**src/rtl/coin_count_ctrl.sv**
```systemverilog
// Coin counter sequencing controller: saturating cent total, coin count and purchase handshake.
// Define COIN_BLINK_EN to blink the display (disp_blank) while the total exceeds 99.
module coin_count_ctrl #(
    parameter logic [6:0]  PRICE     = 7'd35,
    parameter logic [6:0]  MAX_TOTAL = 7'd127,
    parameter logic [23:0] BLINK_DIV = 24'd12_500_000
) (
    input  logic       CLOCK_50,
    input  logic       reset_n,
    input  logic       coin_valid,
    input  logic [1:0] coin_type,
    input  logic       buy_req,
    input  logic       clear,
    output logic       ready,
    output logic [6:0] total,
    output logic [7:0] coin_cnt,
    output logic       vend_ack,
    output logic       vend_nak,
    output logic       sat_flag,
    output logic       disp_blank
);

    typedef enum logic [2:0] {IDLE, ADD, CHECK, VEND, REFUSE} state_t;

    state_t     state;
    logic [4:0] coin_val;
    logic [7:0] sum;

    function automatic logic [4:0] coin_value(input logic [1:0] kind);
        case (kind)
            2'b00:   return 5'd1;
            2'b01:   return 5'd5;
            2'b10:   return 5'd10;
            default: return 5'd25;
        endcase
    endfunction

    // One bit wider than total so an overflowing add is visible before clipping.
    assign sum = {1'b0, total} + {3'b000, coin_val};

    always_ff @(posedge CLOCK_50 or negedge reset_n) begin
        if (!reset_n) begin
            state    <= IDLE;
            ready    <= 1'b1;
            total    <= '0;
            coin_cnt <= '0;
            coin_val <= '0;
            vend_ack <= 1'b0;
            vend_nak <= 1'b0;
            sat_flag <= 1'b0;
        end else begin
            // NOTE: pulses default low here; a later non-blocking assignment in this block wins.
            vend_ack <= 1'b0;
            vend_nak <= 1'b0;
            if (clear) begin
                state    <= IDLE;
                ready    <= 1'b1;
                total    <= '0;
                coin_cnt <= '0;
                sat_flag <= 1'b0;
            end else begin
                case (state)
                    IDLE: begin
                        if (coin_valid) begin
                            coin_val <= coin_value(coin_type);
                            state    <= ADD;
                            ready    <= 1'b0;
                        end else if (buy_req) begin
                            state <= CHECK;
                            ready <= 1'b0;
                        end
                    end
                    ADD: begin
                        if (sum > {1'b0, MAX_TOTAL}) begin
                            total    <= MAX_TOTAL;
                            sat_flag <= 1'b1;
                        end else begin
                            total <= sum[6:0];
                        end
                        if (coin_cnt != 8'hFF) coin_cnt <= coin_cnt + 8'd1;
                        state <= IDLE;
                        ready <= 1'b1;
                    end
                    CHECK: begin
                        state <= (total >= PRICE) ? VEND : REFUSE;
                    end
                    VEND: begin
                        total    <= total - PRICE;
                        vend_ack <= 1'b1;
                        state    <= IDLE;
                        ready    <= 1'b1;
                    end
                    REFUSE: begin
                        vend_nak <= 1'b1;
                        state    <= IDLE;
                        ready    <= 1'b1;
                    end
                    default: begin
                        state <= IDLE;
                        ready <= 1'b1;
                    end
                endcase
            end
        end
    end

`ifdef COIN_BLINK_EN
    logic [23:0] blink_div;

    always_ff @(posedge CLOCK_50 or negedge reset_n) begin
        if (!reset_n) begin
            blink_div  <= '0;
            disp_blank <= 1'b0;
        end else if (total > 7'd99) begin
            if (blink_div == BLINK_DIV - 24'd1) begin
                blink_div  <= '0;
                disp_blank <= ~disp_blank;
            end else begin
                blink_div <= blink_div + 24'd1;
            end
        end else begin
            blink_div  <= '0;
            disp_blank <= 1'b0;
        end
    end
`else
    assign disp_blank = 1'b0;
`endif

endmodule

```
**config.mk**
```make
export PLATFORM = sky130hd
export DESIGN_NAME = coin_count_ctrl
export DESIGN_NICKNAME = d
export VERILOG_FILES = /design/src/rtl/coin_count_ctrl.sv
export SDC_FILE = /design/constraint.sdc
export NUM_CORES = 1
export LEC_CHECK = 0
export BUFFER_PORTS_ARGS = -buffer_cell sky130_fd_sc_hd__buf_2
export CAP_MARGIN = 10
export CORE_MARGIN = 8
export CORE_UTILIZATION = 40
export DETAILED_ROUTE_END_ITERATION = 10
export RECOVER_POWER = 25
export SLEW_MARGIN = 10
export SYNTH_ARGS = -nofsm -noshare
export SYNTH_HDL_FRONTEND = slang
export SYNTH_SLANG_ARGS = --single-unit
```
**constraint.sdc**
```tcl
create_clock -name CLOCK_50 -period 3.2 [get_ports CLOCK_50]
set_clock_uncertainty 0.2 [all_clocks]
set_input_delay 0.32 -clock CLOCK_50 [delete_from_list [all_inputs] [get_ports CLOCK_50]]
set_output_delay 0.32 -clock CLOCK_50 [all_outputs]
set_load 0.1 [all_outputs]
```
== After elaboration in Yosys (flattened, before gate mapping) ==
Cells that the tools add are included.
W data, S select, Z words.
Cells by class
  add/sub/neg operators: 3
  $lt $le $gt $ge: 2
  equality and inequality tests: 9
  mux-type cells: 23
  bitwise logic cells: 1
  reductions and logical operators: 10
Operators with widths (count)
  $mux W8: 3
  $pmux W5 S3: 1
  $mux W7: 2
  $pmux W7 S2: 1
  $mux W3: 4
  $mux W1: 10
  $add A7 B5 Y8: 1
  $add A8 B1 Y8 const B: 1
  $gt A8 B7 Y1 const B: 1
  $ne A8 B8 Y1 const B: 1
  $ge A7 B6 Y1 const B: 1
  $sub A7 B6 Y7 const B: 1
  $eq A3 B2 Y1 const B: 2
  $pmux W3 S2: 1
  $reduce_and A2 Y1: 3
  $reduce_bool A2 Y1: 3
  $ne A4 B4 Y1 const B: 1
  $eq A3 B1 Y1 const B: 1
  $eq A3 B3 Y1 const B: 1
  $logic_not A3 Y1: 1
  $reduce_and A3 Y1: 1
  $reduce_bool A3 Y1: 1
  $eq A2 B1 Y1 const B: 1
  $eq A2 B2 Y1 const B: 1
  other kinds (4): 4
Storage, ports and cells
  register bits after elaboration: 27
  bits of input ports: 7
  output and inout bits: 20
  logic and storage cells: 56

== Longest topological paths before layout ==
  depth after elaboration: 5
  mapped depth: 8
  depth with buffers taken out: 8

== Least setup slack after synthesis ==
OpenSTA, ideal clock, no wires.
  kind: reg-to-reg
  start point: register total[0]
  end point: register total[6]
  library setup time: 0.121 ns
  arrival: 2.699 ns
  data required time: 2.879 ns
  path slack: 0.180 ns
  cell stages (with the launch flop): 9
  path buffers: 0
  period minus slack after synthesis: 3.020 ns
  path through: dfrtp_1 > ha_1 > inv_1 > fa_1 > nand2b_1 > a211oi_1 > o21ai_0 > a21o_1 > a22o_1
On the way
  longest elaborated chain between the ends: 5
  elaborated cells on any way between the ends: 6
  those cells by class: add/sub: 2; order compare: 1; mux: 3
Ends and longest elaborated chain
  start: declaration: RTL line 15  | output logic [6:0] total,
  start signal: assignment: RTL line 78  | total <= sum[6:0];
  start signal: assignment: RTL line 88  | total <= total - PRICE;
  $add A7 B5 Y8: RTL line 39  | assign sum = {1'b0, total} + {3'b000, coin_val};
  $gt A8 B7 Y1: RTL line 74  | if (sum > {1'b0, MAX_TOTAL}) begin
  $mux W7: RTL line 74
  $pmux W7 S2 (*): RTL line 62  | case (state)
  $mux W7 (*): RTL line 55  | if (clear) begin
Every way passes the cells marked *; elsewhere a longest branch is shown, timed or not.
A chain may end at the register's enable or synchronous reset.

== Final worst setup path ==
Ends and elaborated chain as after synthesis.

==> key figures <==
STA
  • Maximum achievable frequency: about 0.41 GHz
  • Final setup TNS: 0 ps
  • RSZ-0062 raised after global routing: no
  • Relative max-transition margin: 0.0263
  • Final hold violations: 0
  • Hold slack final: 88.6 ps
  • Period minus WS final: 2440 ps
  • Max Transition Viols Final: 0
  • Ratio of final minimum period to clock period: 0.763
  • Number of failing setup endpoints in the final timing report: 0
  • Worst Tran Pin Value: roughly 1500 ps

Clocking
  • Number of buffers created by CTS: 3
  • Clock Latency Late Sink: 280 ps
  • Resized cells post-CTS: 0
  • Sink Count: 27
  • Clock root buffer: sky130_fd_sc_hd__clkbuf_8
  • CTS clk-pin slew, worst paths: 90 ps
  • Postcts setup bufs: 0
  • Clock tree from TritonCTS: yes
  • H-Tree Level Count: 1
  • Longest Clk Path Bufs: 2

Yosys
  • Synthesized area: 0.00166 mm²
  • Synth top area share: 0.392
  • Synthesized area per cell: 10.5 µm²
  • FFs w/ async S/R, synth: 1.00
  • Yosys cell types: 49
  • Synth Flop Type: sky130_fd_sc_hd__dfrtp_1
  • Main area contributors after synthesis: sky130_fd_sc_hd__dfrtp_1 39%, sky130_fd_sc_hd__ha_1 5.3%, sky130_fd_sc_hd__a221oi_2 4.5%, sky130_fd_sc_hd__a21oi_1 3.9%, sky130_fd_sc_hd__xnor2_1 3.7%
  • Yosys warnings: 0
  • Post-synth net total: 173
  • Synthesized instance count: 158
  • Fraction of the yosys area taken by sequential cells: 0.408
  • Count of flip-flops with a built-in enable after synthesis: 0
  • Cell accounting for the most synthesized area: sky130_fd_sc_hd__dfrtp_1
  • Synthesis-stage register bit count: 27

Global route
  • Number of global-route vias before repair: 1288
  • Total track usage: 0.122
  • Largest net degree at the start of global routing: 28
  • Overflow left after global routing: 0
  • First-pass GRT wire length: roughly 6300 µm
  • Initial antenna violation count: 0

Cells and area
  • Total of fill cells in the finished design: 379
  • Nets@finish: 199
  • Core occupancy in the finished layout: 0.470
  • Layout cells sized above 1: 0.257
  • Area growth syn-to-layout: 13.2%
  • Antenna diodes: 0
  • Non-Filler Instances: 233

Floorplan
  • Die area: ~0.0065 mm²
  • Die boundary height: 80.4 µm
  • Width of the die: ~80 µm
  • FP Rows: 23
  • Placeable core region: 0.00400 mm²
  • Initial Utilization: 0.415
  • Io pins: 27

Route
  • Remaining antenna violation count: 0
  • Via count normalized by instance count: between 5 and 6
  • Routed len/inst: 16.0 µm
  • Post-route DRC: 0
  • Final Routed Wirelength: 3740 µm
  • Iter 0 DRT Violations: 85
  • DR vias: around 1300
  • 1st-pass router iterations: 4

Place
  • Number of cells in the design after placement: 228
  • Final weighted congestion in routability-driven placement: 0.829
  • Buffers on Ports: 25
  • Sum of net half-perimeters after detailed placement: ~2800 µm

Pwr
  • VDD IR max: 179 µV
  • Power Dens Cells: 439 mW/mm²
  • Static power due to leakage: roughly 0.9 nW

Worst setup path
  • Data required time of the critical path: between 3000 and 4000 ps
  • Crit path launch type: flop
  • Arr. time, crit path: 2420 ps
  • Type of element capturing the critical path: flop
  • Biggest fanout along the worst timing path: 7
  • Type of the worst setup path: reg2reg

Min path
  • Min-Delay Path Class: in2reg

Run
  • Maximum capacitance violations: 0

Status
  • Run status: finished, final reports clean
-- where the power goes --
group | total (mW) | leakage, nW | switching, mW | internal [mW]
clock | 0.201 | 0.0255 | 0.113 | 0.0876
combinational | 0.232 | 0.514 | 0.161 | 0.0707
sequential | 0.393 | 0.362 | 0.0304 | 0.362
-- stage by stage --
| stage | power (mW) | setup slack, ps | instance area, µm² |
|---|---|---|---|
| 2_1_floorplan | 0.581 | 180 | 1660 |
| 3_3_place_gp | 0.624 | 827 | 1820 |
| 3_5_place_dp | 0.630 | 776 | 1820 |
| 4_1_cts | 0.833 | 757 | 1880 |
| 5_1_grt | 0.863 | 612 | 1880 |
| 6_report | 0.825 | 759 | 1880 |
-- cell usage after synthesis, drive strengths merged (4+ instances only) --
library cell  instances
dfrtp                26
a21oi                14
nor2                 14
nand2                10
o21ai                 9
inv                   8
a21o                  7
ha                    7
xnor2                 7
a221oi                5
a211oi                4
and3                  4
xor2                  4
-- flip-flops by register name, indices dropped and copies added, names as in the netlist --
| register | cells |
|---|---|
| vend_nak | 1 |
| coin_val | 5 |
| ready | 1 |
| state | 3 |
| coin_cnt | 8 |
| vend_ack | 1 |
| total | 7 |
| sat_flag | 1 |
-- final cells by class --
type	count	area, µm²	area share
multi-input combinational	118	928	0.494
clock buffer	3	41.3	0.0220
inverter	8	30.0	0.0160
clock inverter	1	5.00	0.00266
tap	50	62.6	0.0333
timing repair buffer	26	134	0.0713
sequential	27	677	0.360
-- worst max-delay path, stage by stage, from the launching register on --
cell	delay, ps
sky130_fd_sc_hd__dfrtp_1	520
sky130_fd_sc_hd__ha_1	270
sky130_fd_sc_hd__inv_1	70
sky130_fd_sc_hd__fa_1	390
sky130_fd_sc_hd__nand2b_1	180
sky130_fd_sc_hd__a211oi_1	180
sky130_fd_sc_hd__o21ai_0	150
sky130_fd_sc_hd__a21o_1	210
sky130_fd_sc_hd__a22o_1	170
-- placed cells by master (no fill, tap or decap), drive strengths merged, types with 2 or more instances in the layout --
cell type	n
dfrtp	26
buf	24
nor2	14
a21oi	14
nand2	10
o21ai	9
inv	8
a21o	7
xnor2	7
ha	7
a221oi	5
xor2	4
and3	4
a211oi	4
clkbuf	4
nand2b	3
or3	3
nor3	3
nand3b	2
nand3	2
nor3b	2
-- path summary, 6_finish.rpt --
check,start,endpoint,slack [ps],cells after the start
setup / recovery,total[0],total[6],760,8
hold / removal,buy_req,state[1],90,3
setup reg to reg,total[0],total[6],760,8
hold reg to reg,ready,ready,290,2
max in group asynchronous,reset_n,vend_nak,1240,2
min in group asynchronous,reset_n,coin_val[1],710,2
-- metal layers --
metal / routed length (µm) / vias to the layer above / part of all wire / GRT usage
li1: - / 616 / - / -
met2: 1870 / 15 / 0.50 / 0.209
met5: 0 / - / 0 / 0
met3: 112 / 4 / 0.030 / 0.0246
met1: 1710 / 639 / 0.46 / 0.148
met4: 44 / 0 / 0.012 / 0.0436
-- kinds of logic (layout without fill, tap and decap cells) --
| logic type | Yosys count | in the layout | synth area share |
|---|---|---|---|
| muxes | 2 | 2 | 0.0128 |
| AOI/OAI and AO/OA | 47 | 47 | 0.253 |
| and+or+nand+nor | 49 | 49 | 0.169 |
| adders and majority gates | 8 | 8 | 0.0649 |
| other | 1 | 1 | 0.00226 |
| buffers and inverters | 13 | 38 | 0.0324 |
| DFF | 27 | 27 | 0.408 |
| xor gates and xnor gates | 11 | 11 | 0.0581 |
-- what timing repair did --
item                                    in CTS  in global routing
endpoints found under the setup margin       0                  0
hold buffers                                 1                  0
endpoints found under the hold margin       26                  0
Note: power is estimated with default switching activity, not from simulation.
